`src/rtl/tetris_step_sched_if.sv`:
```
// Handshake bundle between the step scheduler and its piece generator,
// collision checker and board-lock engine.
interface tetris_step_sched_if;
  logic       gen_enable;
  logic       gen_done;
  logic [4:0] gen_pos_i;
  logic [4:0] gen_pos_j;
  logic [2:0] gen_type;

  logic       chk_req;
  logic [4:0] chk_pos_i;
  logic [4:0] chk_pos_j;
  logic [1:0] chk_rot;
  logic [2:0] chk_type;
  logic       chk_ack;
  logic       chk_ok;

  logic       lock_req;
  logic       lock_ack;

  modport master (
    output gen_enable,
    input  gen_done, gen_pos_i, gen_pos_j, gen_type,
    output chk_req, chk_pos_i, chk_pos_j, chk_rot, chk_type,
    input  chk_ack, chk_ok,
    output lock_req,
    input  lock_ack
  );

  modport slave (
    input  gen_enable,
    output gen_done, gen_pos_i, gen_pos_j, gen_type,
    input  chk_req, chk_pos_i, chk_pos_j, chk_rot, chk_type,
    output chk_ack, chk_ok,
    input  lock_req,
    output lock_ack
  );
endinterface

```
`src/rtl/tetris_step_sched.sv`:
```
// Active-piece step scheduler: spawns, moves, rotates and locks the falling piece.
// Optional macro TETRIS_HARD_DROP_EN turns a served drop into repeated down steps.
//
// state     | meaning
// IDLE      | no game, waiting for start
// SPAWN     | gen_enable high, waiting for gen_done
// SPAWN_CHK | checking the freshly generated piece
// READY     | piece committed, serving one pending request per visit
// MOVE_CHK  | checking a move/rotate candidate
// LOCK      | lock_req high, waiting for lock_ack
// OVER      | spawn blocked, game_over held
module tetris_step_sched (
  input  logic                       clk,
  input  logic                       rst_n,
  input  logic                       start,
  input  logic                       gravity_tick,
  input  logic                       btn_left,
  input  logic                       btn_right,
  input  logic                       btn_rot,
  input  logic                       btn_drop,
  tetris_step_sched_if.master        bus,
  output logic [4:0]                 cur_pos_i,
  output logic [4:0]                 cur_pos_j,
  output logic [1:0]                 cur_rot,
  output logic [2:0]                 cur_type,
  output logic                       piece_valid,
  output logic                       game_over,
  output logic                       busy
);

  localparam logic [2:0] IDLE      = 3'd0;
  localparam logic [2:0] SPAWN     = 3'd1;
  localparam logic [2:0] SPAWN_CHK = 3'd2;
  localparam logic [2:0] READY     = 3'd3;
  localparam logic [2:0] MOVE_CHK  = 3'd4;
  localparam logic [2:0] LOCK      = 3'd5;
  localparam logic [2:0] OVER      = 3'd6;

  // pending / pick bit order: {drop, gravity, rot, left, right}
  logic [2:0] state;
  logic [4:0] pend;
  logic [4:0] pick;
  logic [4:0] pend_set;
  logic [4:0] pend_clr;
  logic       enter_spawn;
  logic       chk_req_q;
  logic       mv_down;
  logic [4:0] cand_i;
  logic [4:0] cand_j;
  logic [1:0] cand_rot;
  logic [2:0] cand_type;
`ifdef TETRIS_HARD_DROP_EN
  logic       mv_drop;
`endif

  assign bus.gen_enable = (state == SPAWN);
  assign bus.lock_req   = (state == LOCK);
  assign bus.chk_req    = chk_req_q;
  assign bus.chk_pos_i  = cand_i;
  assign bus.chk_pos_j  = cand_j;
  assign bus.chk_rot    = cand_rot;
  assign bus.chk_type   = cand_type;
  assign busy = (state != READY) && (state != IDLE) && (state != OVER);

  assign enter_spawn = (((state == IDLE) || (state == OVER)) && start) ||
                       ((state == LOCK) && bus.lock_ack);
  assign pend_set = ((state != IDLE) && (state != OVER)) ?
                    {btn_drop, gravity_tick, btn_rot, btn_left, btn_right} : 5'd0;

  always_comb begin
    pick = 5'd0;
    if (state == READY) begin
      if      (pend[4]) pick[4] = 1'b1;
      else if (pend[3]) pick[3] = 1'b1;
      else if (pend[2]) pick[2] = 1'b1;
      else if (pend[1]) pick[1] = 1'b1;
      else if (pend[0]) pick[0] = 1'b1;
    end
    pend_clr = enter_spawn ? 5'h1f : pick;
  end

  // a new pulse always survives a same-cycle clear
  always_ff @(posedge clk or negedge rst_n) begin
    if (!rst_n) pend <= 5'd0;
    else        pend <= (pend & ~pend_clr) | pend_set;
  end

  always_ff @(posedge clk or negedge rst_n) begin
    if (!rst_n) begin
      state       <= IDLE;
      chk_req_q   <= 1'b0;
      mv_down     <= 1'b0;
      cand_i      <= 5'd0;
      cand_j      <= 5'd0;
      cand_rot    <= 2'd0;
      cand_type   <= 3'd0;
      cur_pos_i   <= 5'd0;
      cur_pos_j   <= 5'd0;
      cur_rot     <= 2'd0;
      cur_type    <= 3'd0;
      piece_valid <= 1'b0;
      game_over   <= 1'b0;
`ifdef TETRIS_HARD_DROP_EN
      mv_drop     <= 1'b0;
`endif
    end else begin
      case (state)
        IDLE, OVER: begin
          if (start) begin
            state     <= SPAWN;
            game_over <= 1'b0;
          end
        end
        SPAWN: begin
          if (bus.gen_done) begin
            cand_i    <= bus.gen_pos_i;
            cand_j    <= bus.gen_pos_j;
            cand_type <= bus.gen_type;
            cand_rot  <= 2'd0;
            chk_req_q <= 1'b1;
            state     <= SPAWN_CHK;
          end
        end
        SPAWN_CHK: begin
          if (chk_req_q && bus.chk_ack) begin
            chk_req_q <= 1'b0;
            if (bus.chk_ok) begin
              cur_pos_i   <= cand_i;
              cur_pos_j   <= cand_j;
              cur_rot     <= cand_rot;
              cur_type    <= cand_type;
              piece_valid <= 1'b1;
              state       <= READY;
            end else begin
              piece_valid <= 1'b0;
              game_over   <= 1'b1;
              state       <= OVER;
            end
          end
        end
        READY: begin
          // candidate defaults to the committed piece; the served request overrides one field
          cand_i    <= cur_pos_i;
          cand_j    <= cur_pos_j;
          cand_rot  <= cur_rot;
          cand_type <= cur_type;
          mv_down   <= 1'b0;
          if (pick[4] || pick[3]) begin
            if (cur_pos_i == 5'd31) begin
              state <= LOCK;
            end else begin
              cand_i    <= cur_pos_i + 5'd1;
              mv_down   <= 1'b1;
              chk_req_q <= 1'b1;
              state     <= MOVE_CHK;
            end
`ifdef TETRIS_HARD_DROP_EN
            mv_drop <= pick[4];
`endif
          end else if (pick[2]) begin
            cand_rot  <= cur_rot + 2'd1;
            chk_req_q <= 1'b1;
            state     <= MOVE_CHK;
          end else if (pick[1] && (cur_pos_j != 5'd0)) begin
            cand_j    <= cur_pos_j - 5'd1;
            chk_req_q <= 1'b1;
            state     <= MOVE_CHK;
          end else if (pick[0] && (cur_pos_j != 5'd31)) begin
            cand_j    <= cur_pos_j + 5'd1;
            chk_req_q <= 1'b1;
            state     <= MOVE_CHK;
          end
        end
        MOVE_CHK: begin
          if (!chk_req_q) begin
            chk_req_q <= 1'b1;
          end else if (bus.chk_ack) begin
            chk_req_q <= 1'b0;
            if (bus.chk_ok) begin
              cur_pos_i <= cand_i;
              cur_pos_j <= cand_j;
              cur_rot   <= cand_rot;
              cur_type  <= cand_type;
              state     <= READY;
`ifdef TETRIS_HARD_DROP_EN
              // keep falling: one idle cycle of chk_req, then the next row
              if (mv_drop) begin
                if (cand_i == 5'd31) state <= LOCK;
                else begin
                  cand_i <= cand_i + 5'd1;
                  state  <= MOVE_CHK;
                end
              end
`endif
            end else begin
              state <= mv_down ? LOCK : READY;
            end
          end
        end
        LOCK: begin
          if (bus.lock_ack) begin
            piece_valid <= 1'b0;
            state       <= SPAWN;
          end
        end
        default: state <= IDLE;
      endcase
    end
  end

endmodule

```
`src/flat_wrapper.sv`:
```
// flat-port wrapper written by rule: the top's interface ports become plain ports
module tetris_step_sched_flat 
  (clk, rst_n, start, gravity_tick, btn_left, btn_right, btn_rot, btn_drop, cur_pos_i, cur_pos_j, cur_rot, cur_type, piece_valid, game_over, busy, bus_gen_enable, bus_gen_done, bus_gen_pos_i, bus_gen_pos_j, bus_gen_type, bus_chk_req, bus_chk_pos_i, bus_chk_pos_j, bus_chk_rot, bus_chk_type, bus_chk_ack, bus_chk_ok, bus_lock_req, bus_lock_ack);
  tetris_step_sched_if bus_i ();
  input  logic clk;
  input  logic rst_n;
  input  logic start;
  input  logic gravity_tick;
  input  logic btn_left;
  input  logic btn_right;
  input  logic btn_rot;
  input  logic btn_drop;
  output logic [4:0] cur_pos_i;
  output logic [4:0] cur_pos_j;
  output logic [1:0] cur_rot;
  output logic [2:0] cur_type;
  output logic piece_valid;
  output logic game_over;
  output logic busy;
  output wire logic [$bits(bus_i.gen_enable)-1:0] bus_gen_enable;
  input wire logic [$bits(bus_i.gen_done)-1:0] bus_gen_done;
  input wire logic [$bits(bus_i.gen_pos_i)-1:0] bus_gen_pos_i;
  input wire logic [$bits(bus_i.gen_pos_j)-1:0] bus_gen_pos_j;
  input wire logic [$bits(bus_i.gen_type)-1:0] bus_gen_type;
  output wire logic [$bits(bus_i.chk_req)-1:0] bus_chk_req;
  output wire logic [$bits(bus_i.chk_pos_i)-1:0] bus_chk_pos_i;
  output wire logic [$bits(bus_i.chk_pos_j)-1:0] bus_chk_pos_j;
  output wire logic [$bits(bus_i.chk_rot)-1:0] bus_chk_rot;
  output wire logic [$bits(bus_i.chk_type)-1:0] bus_chk_type;
  input wire logic [$bits(bus_i.chk_ack)-1:0] bus_chk_ack;
  input wire logic [$bits(bus_i.chk_ok)-1:0] bus_chk_ok;
  output wire logic [$bits(bus_i.lock_req)-1:0] bus_lock_req;
  input wire logic [$bits(bus_i.lock_ack)-1:0] bus_lock_ack;
  assign bus_gen_enable = bus_i.gen_enable;
  assign bus_i.gen_done = bus_gen_done;
  assign bus_i.gen_pos_i = bus_gen_pos_i;
  assign bus_i.gen_pos_j = bus_gen_pos_j;
  assign bus_i.gen_type = bus_gen_type;
  assign bus_chk_req = bus_i.chk_req;
  assign bus_chk_pos_i = bus_i.chk_pos_i;
  assign bus_chk_pos_j = bus_i.chk_pos_j;
  assign bus_chk_rot = bus_i.chk_rot;
  assign bus_chk_type = bus_i.chk_type;
  assign bus_i.chk_ack = bus_chk_ack;
  assign bus_i.chk_ok = bus_chk_ok;
  assign bus_lock_req = bus_i.lock_req;
  assign bus_i.lock_ack = bus_lock_ack;
  tetris_step_sched u_core (.clk(clk), .rst_n(rst_n), .start(start), .gravity_tick(gravity_tick), .btn_left(btn_left), .btn_right(btn_right), .btn_rot(btn_rot), .btn_drop(btn_drop), .bus(bus_i), .cur_pos_i(cur_pos_i), .cur_pos_j(cur_pos_j), .cur_rot(cur_rot), .cur_type(cur_type), .piece_valid(piece_valid), .game_over(game_over), .busy(busy));
endmodule
```
`config.mk`:
```
export PLATFORM = sky130hd
export DESIGN_NAME = tetris_step_sched_flat
export DESIGN_NICKNAME = d
export VERILOG_FILES = /design/src/rtl/tetris_step_sched_if.sv /design/src/rtl/tetris_step_sched.sv /design/src/flat_wrapper.sv
export SDC_FILE = /design/constraint.sdc
export NUM_CORES = 1
export LEC_CHECK = 0
export CORE_ASPECT_RATIO = 0.5
export CORE_UTILIZATION = 45
export CTS_BUF_LIST = sky130_fd_sc_hd__clkbuf_8
export DETAILED_ROUTE_END_ITERATION = 8
export PLACE_DENSITY = 0.82
export SLEW_MARGIN = 20
export SYNTH_ARGS = -nofsm -noshare
export SYNTH_HDL_FRONTEND = slang
export SYNTH_SLANG_ARGS = --single-unit
```
`constraint.sdc`:
```
create_clock -name clk -period 1.95 [get_ports clk]
set_input_delay 0.2925 -clock clk [delete_from_list [all_inputs] [get_ports clk]]
set_output_delay 0.2925 -clock clk [all_outputs]
set_load 0.01 [all_outputs]
```
==> impl_metrics.json, run 1 <==
{
  "status": "complete, but fails checks",
  "violations": "negative setup slack",
  "drt_wl_total_mm": 6.51,
  "stdcell_count": 382,
  "synth_area_leaders": "dfrtp_1, mux2_2, mux2i_1, o21ai_0, nand2_1",
  "htreeDepth": 2,
  "cp_max_fo": 4,
  "p_leak_nw": 1.39,
  "yosysWarnings": 0,
  "start_kind": "flip-flop",
  "dr.pass1.iters": 4,
  "critical_path_required_ps": 2130,
  "final_nets": 344,
  "dieArea_um2": 5440,
  "worst_slack_ps": -51.7,
  "wl_per_cell_um": 17.0,
  "synth_seq_cells": 42,
  "insertion_delay_ps": 290,
  "synth_edf_count": 0,
  "drtIter0Drc": 144,
  "slew_headroom_pct": 69.9,
  "grtUsageTotal_pct": 25.2,
  "async_reset_ff_share_pct": 100,
  "synthTopCellsByCount": "dfrtp_1, nand2_1, o21ai_0",
  "setup_viol": 3,
  "clock-sinks": 42,
  "route.detailed.drc": 0,
  "synth_nets": 257,
  "areaGrowthSynthToFinish_pct": 46.5,
  "hold_viol": 0,
  "synth-seq-area-share_pct": 45.5,
  "r2r_slack_ps": -50,
  "clk_pin_slew_ps": 90,
  "fin_crit_sh_pct": 103,
  "ir_drop_mv": 0.769,
  "synth_top_area_share_pct": 45.5,
  "core_um2": 4660,
  "die_w_um": 103,
  "r2r_start": "u_core.cur_pos_j[1]$_DFFE_PN0P_",
  "port_buffers": 60,
  "register_area_um2": 1060,
  "synth_ff_type": "dfrtp_1",
  "worstSetupPathType": "reg2reg",
  "fmax_mhz": 500,
  "start_util_pct": 49.6,
  "grt_start_max_net_pins": 21,
  "io_pins": 61,
  "final_antenna_net_count": 0,
  "cts_tree": "yes",
  "cts_root_buffer": "clkbuf_8",
  "skew_ps": 10.4,
  "dp_slack_ps": -57.9,
  "cp-startpoint": "u_core.cur_pos_j[1]$_DFFE_PN0P_",
  "timing.rr.end": "u_core.state[1]$_DFFE_PN0P_",
  "num_rows": 17,
  "slew_violations": 0,
  "grt_overflow_total": 0,
  "power.density_cell_area_nw_per_um2": 1660,
  "final.min_clock_period_ps": 2000,
  "fill_cells": 325,
  "synth_top_area_cell": "dfrtp_1",
  "die_h_um": 52.7,
  "num_antenna_cells": 0,
  "crit_path_end_kind": "flip-flop",
  "slowest_stage": "or4b_4",
  "syn-mean-instance-area_um2": 10.1,
  "cts_made_buffers": 5,
  "first_global_vias": 2039,
  "vias": 2128,
  "yosysMostFrequentCell": "dfrtp_1",
  "cp.arrival_ps": 2180,
  "clk_path_buf_depth": 2,
  "cap_viol_max_count": 0,
  "ys_types": 44,
  "reg2reg_depth": 7,
  "place_congestion": 0.834,
  "worst_slew_pin_slew_ps": 451,
  "cpPeakStageDelay_ps": 490,
  "endpoint": "u_core.state[1]$_DFFE_PN0P_",
  "dp_hpwl_mm": 4.49,
  "syn-cell-area_um2": 2310,
  "synth_cells": 228,
  "antenna_found_initial": 0,
  "rsz0062_at_grt": "true",
  "critical_path.cell_chain": "inv_2, ha_4, or4b_4, a2111oi_4, nor2_2, a21oi_2, a21oi_1",
  "multi_input_area_um2": 1240,
  "vias_per_cell": 5.57,
  "hold_class": "in2async",
  "grt_pass1_wl_mm": 10.2,
  "dp.cells": 365,
  "drive_above_1_share_pct": 24.7
}
placed cells by master, fill, tap and decap left out, types with 2 or more instances in the layout:
cell type,count
nand2_1,22
dfrtp_1,37
clkdlybuf4s50_1,57
inv_2,3
o21ai_0,17
o211ai_1,4
mux2i_1,10
o21a_1,2
and2_1,3
a21oi_2,3
ha_4,2
dfrtp_2,5
xnor2_1,5
nand3_1,9
buf_12,2
nor3_1,2
clkbuf_8,5
a21oi_1,11
nand2b_1,3
a31oi_1,2
buf_4,27
nor2b_1,7
a211oi_1,6
dlymetal6s2s_1,2
a32o_1,3
nor2_1,13
inv_1,5
mux2_2,16
state kept, by name (all words and copies together), names as in the netlist:
| signal | flops |
|---|---|
| u_core.cur_pos_i | 5 |
| u_core.bus.chk_pos_i | 5 |
| u_core.piece_valid | 1 |
| u_core.cur_rot | 2 |
| u_core.bus.chk_req | 1 |
| u_core.cur_type | 3 |
| u_core.state | 3 |
| u_core.cur_pos_j | 5 |
| u_core.mv_down | 1 |
| u_core.bus.chk_rot | 2 |
| u_core.bus.chk_pos_j | 5 |
| u_core.game_over | 1 |
| u_core.bus.chk_type | 3 |
| u_core.pend | 5 |
through the flow:
| step | hold slack [ps] | area [µm²] | util, % | TNS [ps] | power, mW |
|---|---|---|---|---|---|
| 2_1_floorplan | -3.09 | 2350 | - | 0 | 3.26 |
| 3_3_place_gp | 217 | 3160 | 67.9 | -2.96 | 4.56 |
| 3_5_place_dp | 223 | 3160 | 67.9 | -79.5 | 4.65 |
| 4_1_cts | 445 | 3300 | 70.9 | -127 | 5.40 |
| 5_1_grt | 473 | 3380 | 72.7 | -499 | 5.97 |
| 6_report | 433 | 3380 | 72.7 | -104 | 5.62 |
power by group:
part	switching, mW	internal [mW]	total (mW)
logic	1.45	1.75	3.20
registers	0.448	1.28	1.73
clock network	0.321	0.377	0.698
total	2.22	3.40	5.62
worst max-delay path: cells and delay by family (launching register included):
family          cells  cell delay, ps
simple gates        2             600
flops               1             440
fa+ha+maj           1             120
buf+inv             1              70
compound gates      3             640
worst min path at each step:
stage | endpoint | cells past startpoint
2_1_floorplan | u_core.bus.chk_pos_i[0]$_DFFE_PN0P_ | 0
4_1_cts | u_core.bus.chk_type[0]$_DFFE_PN0P_ | 2
6_report | u_core.bus.chk_pos_i[2]$_DFFE_PN0P_ | 2
3_5_place_dp | u_core.bus.chk_type[0]$_DFFE_PN0P_ | 1
5_1_grt | u_core.cur_type[1]$_DFFE_PN0P_ | 2
3_3_place_gp | u_core.bus.chk_type[0]$_DFFE_PN0P_ | 1
metal layers:
metal | global-route usage (%) | wire (µm) | vias to the layer above
li1 | - | - | 992
met1 | 36.7 | 3170 | 1057
met3 | 4.40 | 397 | 2
met5 | 0 | 0 | -
met2 | 40.0 | 2930 | 77
met4 | 3.76 | 15 | 0
kinds of logic after synthesis:
| group | share of synthesized area, % |
|---|---|
| mux | 12.1 |
| fa+ha+maj | 2.17 |
| simple gates | 16.5 |
| flops | 45.5 |
| compound gates | 17.5 |
| xor+xnor | 2.65 |
| buf+inv | 3.57 |
what timing repair did:
action / in CTS / in global routing
buffers inserted: 2 / 6
pin swaps: 2 / 10
resized for setup: 2 / 13
endpoints found under the hold margin: 15 / 0
endpoints found under the setup margin: 8 / 9
hold buffers: 1 / 0
cell type report:
type	instances	share of cell area [%]
repair buffers	91	25.5
multi-input cells	168	36.7
clock buffers	5	2.03
inverters	7	0.776
clock inverters	3	1.22
well taps	66	2.44
flip-flops and latches	42	31.2
(Power assumes the default switching activity.)
==> run 2: changes to the inputs <==
--- a/config.mk
+++ b/config.mk
@@ -8,8 +8,10 @@
 export CORE_ASPECT_RATIO = 0.5
 export CORE_UTILIZATION = 45
 export CTS_BUF_LIST = sky130_fd_sc_hd__clkbuf_8
+export CTS_CLUSTER_DIAMETER = 30
 export DETAILED_ROUTE_END_ITERATION = 8
 export PLACE_DENSITY = 0.82
+export REMOVE_ABC_BUFFERS = 1
 export SLEW_MARGIN = 20
 export SYNTH_ARGS = -nofsm -noshare
 export SYNTH_HDL_FRONTEND = slang
==> run 2 against run 1 <==
The run still ends with negative setup slack left. Cell count up 1.3%. Combinational power up 4%. Final area up 1.1%. Register-to-register slack worse by 40 ps. Maximum frequency down 1.8%. Power up 2.2%. Sequential share of layout area down 0.43 points. Die area unchanged.
==> impl_metrics.json, run 2 (same netlist as run 1, synthesis figures left out) <==
{
  "vias_per_cell": 5.67,
  "clk_path_buf_depth": 2,
  "drt_wl_total_mm": 7.01,
  "hold_viol": 0,
  "rsz0062_at_grt": "true",
  "place_congestion": 0.904,
  "wl_per_cell_um": 18.1,
  "setup_viol": 4,
  "cts_tree": "yes",
  "violations": "negative setup slack",
  "critical_path_required_ps": 2140,
  "dp_hpwl_mm": 4.49,
  "clock-sinks": 42,
  "cp_max_fo": 5,
  "dr.pass1.iters": 5,
  "power.density_cell_area_nw_per_um2": 1680,
  "grt_pass1_wl_mm": 11.1,
  "fin_crit_sh_pct": 104,
  "die_w_um": 103,
  "areaGrowthSynthToFinish_pct": 48.1,
  "worst_slew_pin_slew_ps": 647,
  "io_pins": 61,
  "final_antenna_net_count": 0,
  "worstSetupPathType": "reg2reg",
  "route.detailed.drc": 0,
  "slew_headroom_pct": 56.8,
  "skew_ps": 4.30,
  "register_area_um2": 1050,
  "grtUsageTotal_pct": 27.5,
  "status": "complete, but fails checks",
  "p_leak_nw": 1.42,
  "multi_input_area_um2": 1250,
  "start_util_pct": 49.6,
  "r2r_slack_ps": -90,
  "cts_root_buffer": "clkbuf_8",
  "final.min_clock_period_ps": 2040,
  "core_um2": 4660,
  "insertion_delay_ps": 300,
  "power_mw": 5.75,
  "num_antenna_cells": 0,
  "slew_violations": 0,
  "layout_commonest_cell": "clkdlybuf4s50_1",
  "cp-startpoint": "u_core.cur_pos_j[1]$_DFFE_PN0P_",
  "timing.rr.end": "u_core.state[1]$_DFFE_PN0P_",
  "antenna_found_initial": 0,
  "final_core_util_pct": 73.5,
  "crit_path_end_kind": "flip-flop",
  "final_nets": 349,
  "worst_slack_ps": -87.7,
  "first_global_vias": 2143,
  "fmax_mhz": 491,
  "drive_above_1_share_pct": 26.8,
  "ir_drop_mv": 0.690,
  "vias": 2193,
  "die_h_um": 52.7,
  "fill_cells": 293,
  "grt_start_max_net_pins": 31,
  "cap_viol_max_count": 0,
  "grt_overflow_total": 0,
  "clk_pin_slew_ps": 90,
  "num_rows": 17,
  "hold_class": "in2async",
  "htreeDepth": 2,
  "dieArea_um2": 5440,
  "drtIter0Drc": 183,
  "hold_ws_ps": 2.63,
  "final_cell_mix": "clkdlybuf4s50_1, dfrtp_1, buf_4",
  "reg2reg_depth": 10,
  "port_buffers": 60,
  "cp.arrival_ps": 2230,
  "start_kind": "flip-flop",
  "r2r_start": "u_core.cur_pos_j[1]$_DFFE_PN0P_",
  "cts_made_buffers": 5,
  "cts-hold-fix-buffers": 0
}
## run 2: cell count changes in the layout (fill, tap and decap cells not counted), sizes merged
cell and delta:
dlygate4sd3 -1, clkinvlp -1, inv -1, dlymetal6s2s -1, clkinv +2, dlygate4sd2 +1, buf +6
## run 2: worst max-delay path by stage
stage                                        endpoint
after detailed placement  u_core.state[2]$_DFFE_PN0P_
after floorplan           u_core.state[0]$_DFFE_PN0P_
after CTS                 u_core.state[1]$_DFFE_PN0P_
after global placement    u_core.state[1]$_DFFE_PN0P_
final                     u_core.state[1]$_DFFE_PN0P_
after global routing      u_core.state[1]$_DFFE_PN0P_
## run 2: area by class of cell
class / instances / area share, %
multi-input cells: 168 / 36.7
flip-flops and latches: 42 / 30.8
repair buffers: 96 / 26.2
well taps: 66 / 2.41
clock buffers: 5 / 2.01
clock inverters: 3 / 1.17
inverters: 7 / 0.768
## run 2: critical path, stage by stage, from the launching register on
cell and delay [ps]:
dfrtp_1 420, ha_2 230, and3_4 200, ha_4 120, nor3b_2 40, buf_4 160
a2111oi_4 360, buf_4 200, nor2_4 40, a21oi_2 100, a21oi_1 50
## run 2: power breakdown
group / total [mW] / switching (mW) / internal [mW] / leakage [nW]
Clock: 0.712 / 0.334 / 0.378 / 0.0579
Combinational: 3.33 / 1.54 / 1.79 / 0.844
Sequential: 1.70 / 0.429 / 1.27 / 0.514
## run 2: through the flow
stage	cell area (µm²)	worst slack, ps	instances	TNS [ps]
3_3_place_gp	3140	10.7	367	0
3_5_place_dp	3140	-101	367	-292
4_1_cts	3340	-21.2	382	-26.6
5_1_grt	3420	-152	387	-646
6_report	3420	-87.7	387	-280
2_1_floorplan	2250	-242	217	-759
## run 2: repair_timing
| action | 4_1_cts | 5_1_grt |
|---|---|---|
| pin swaps | 9 | 14 |
| setup endpoints to repair | 8 | 11 |
| gates resized for setup | 14 | 13 |
| buffers inserted | 7 | 5 |
## run 2: routing by layer
| layer | vias up | global-route usage, % | share of wire (%) |
|---|---|---|---|
| met5 | - | 0 | 0 |
| met4 | 0 | 10.3 | 1.6 |
| met3 | 16 | 6.00 | 5.8 |
| met2 | 70 | 44.2 | 49 |
| met1 | 1096 | 36.7 | 43 |
| li1 | 1011 | - | - |
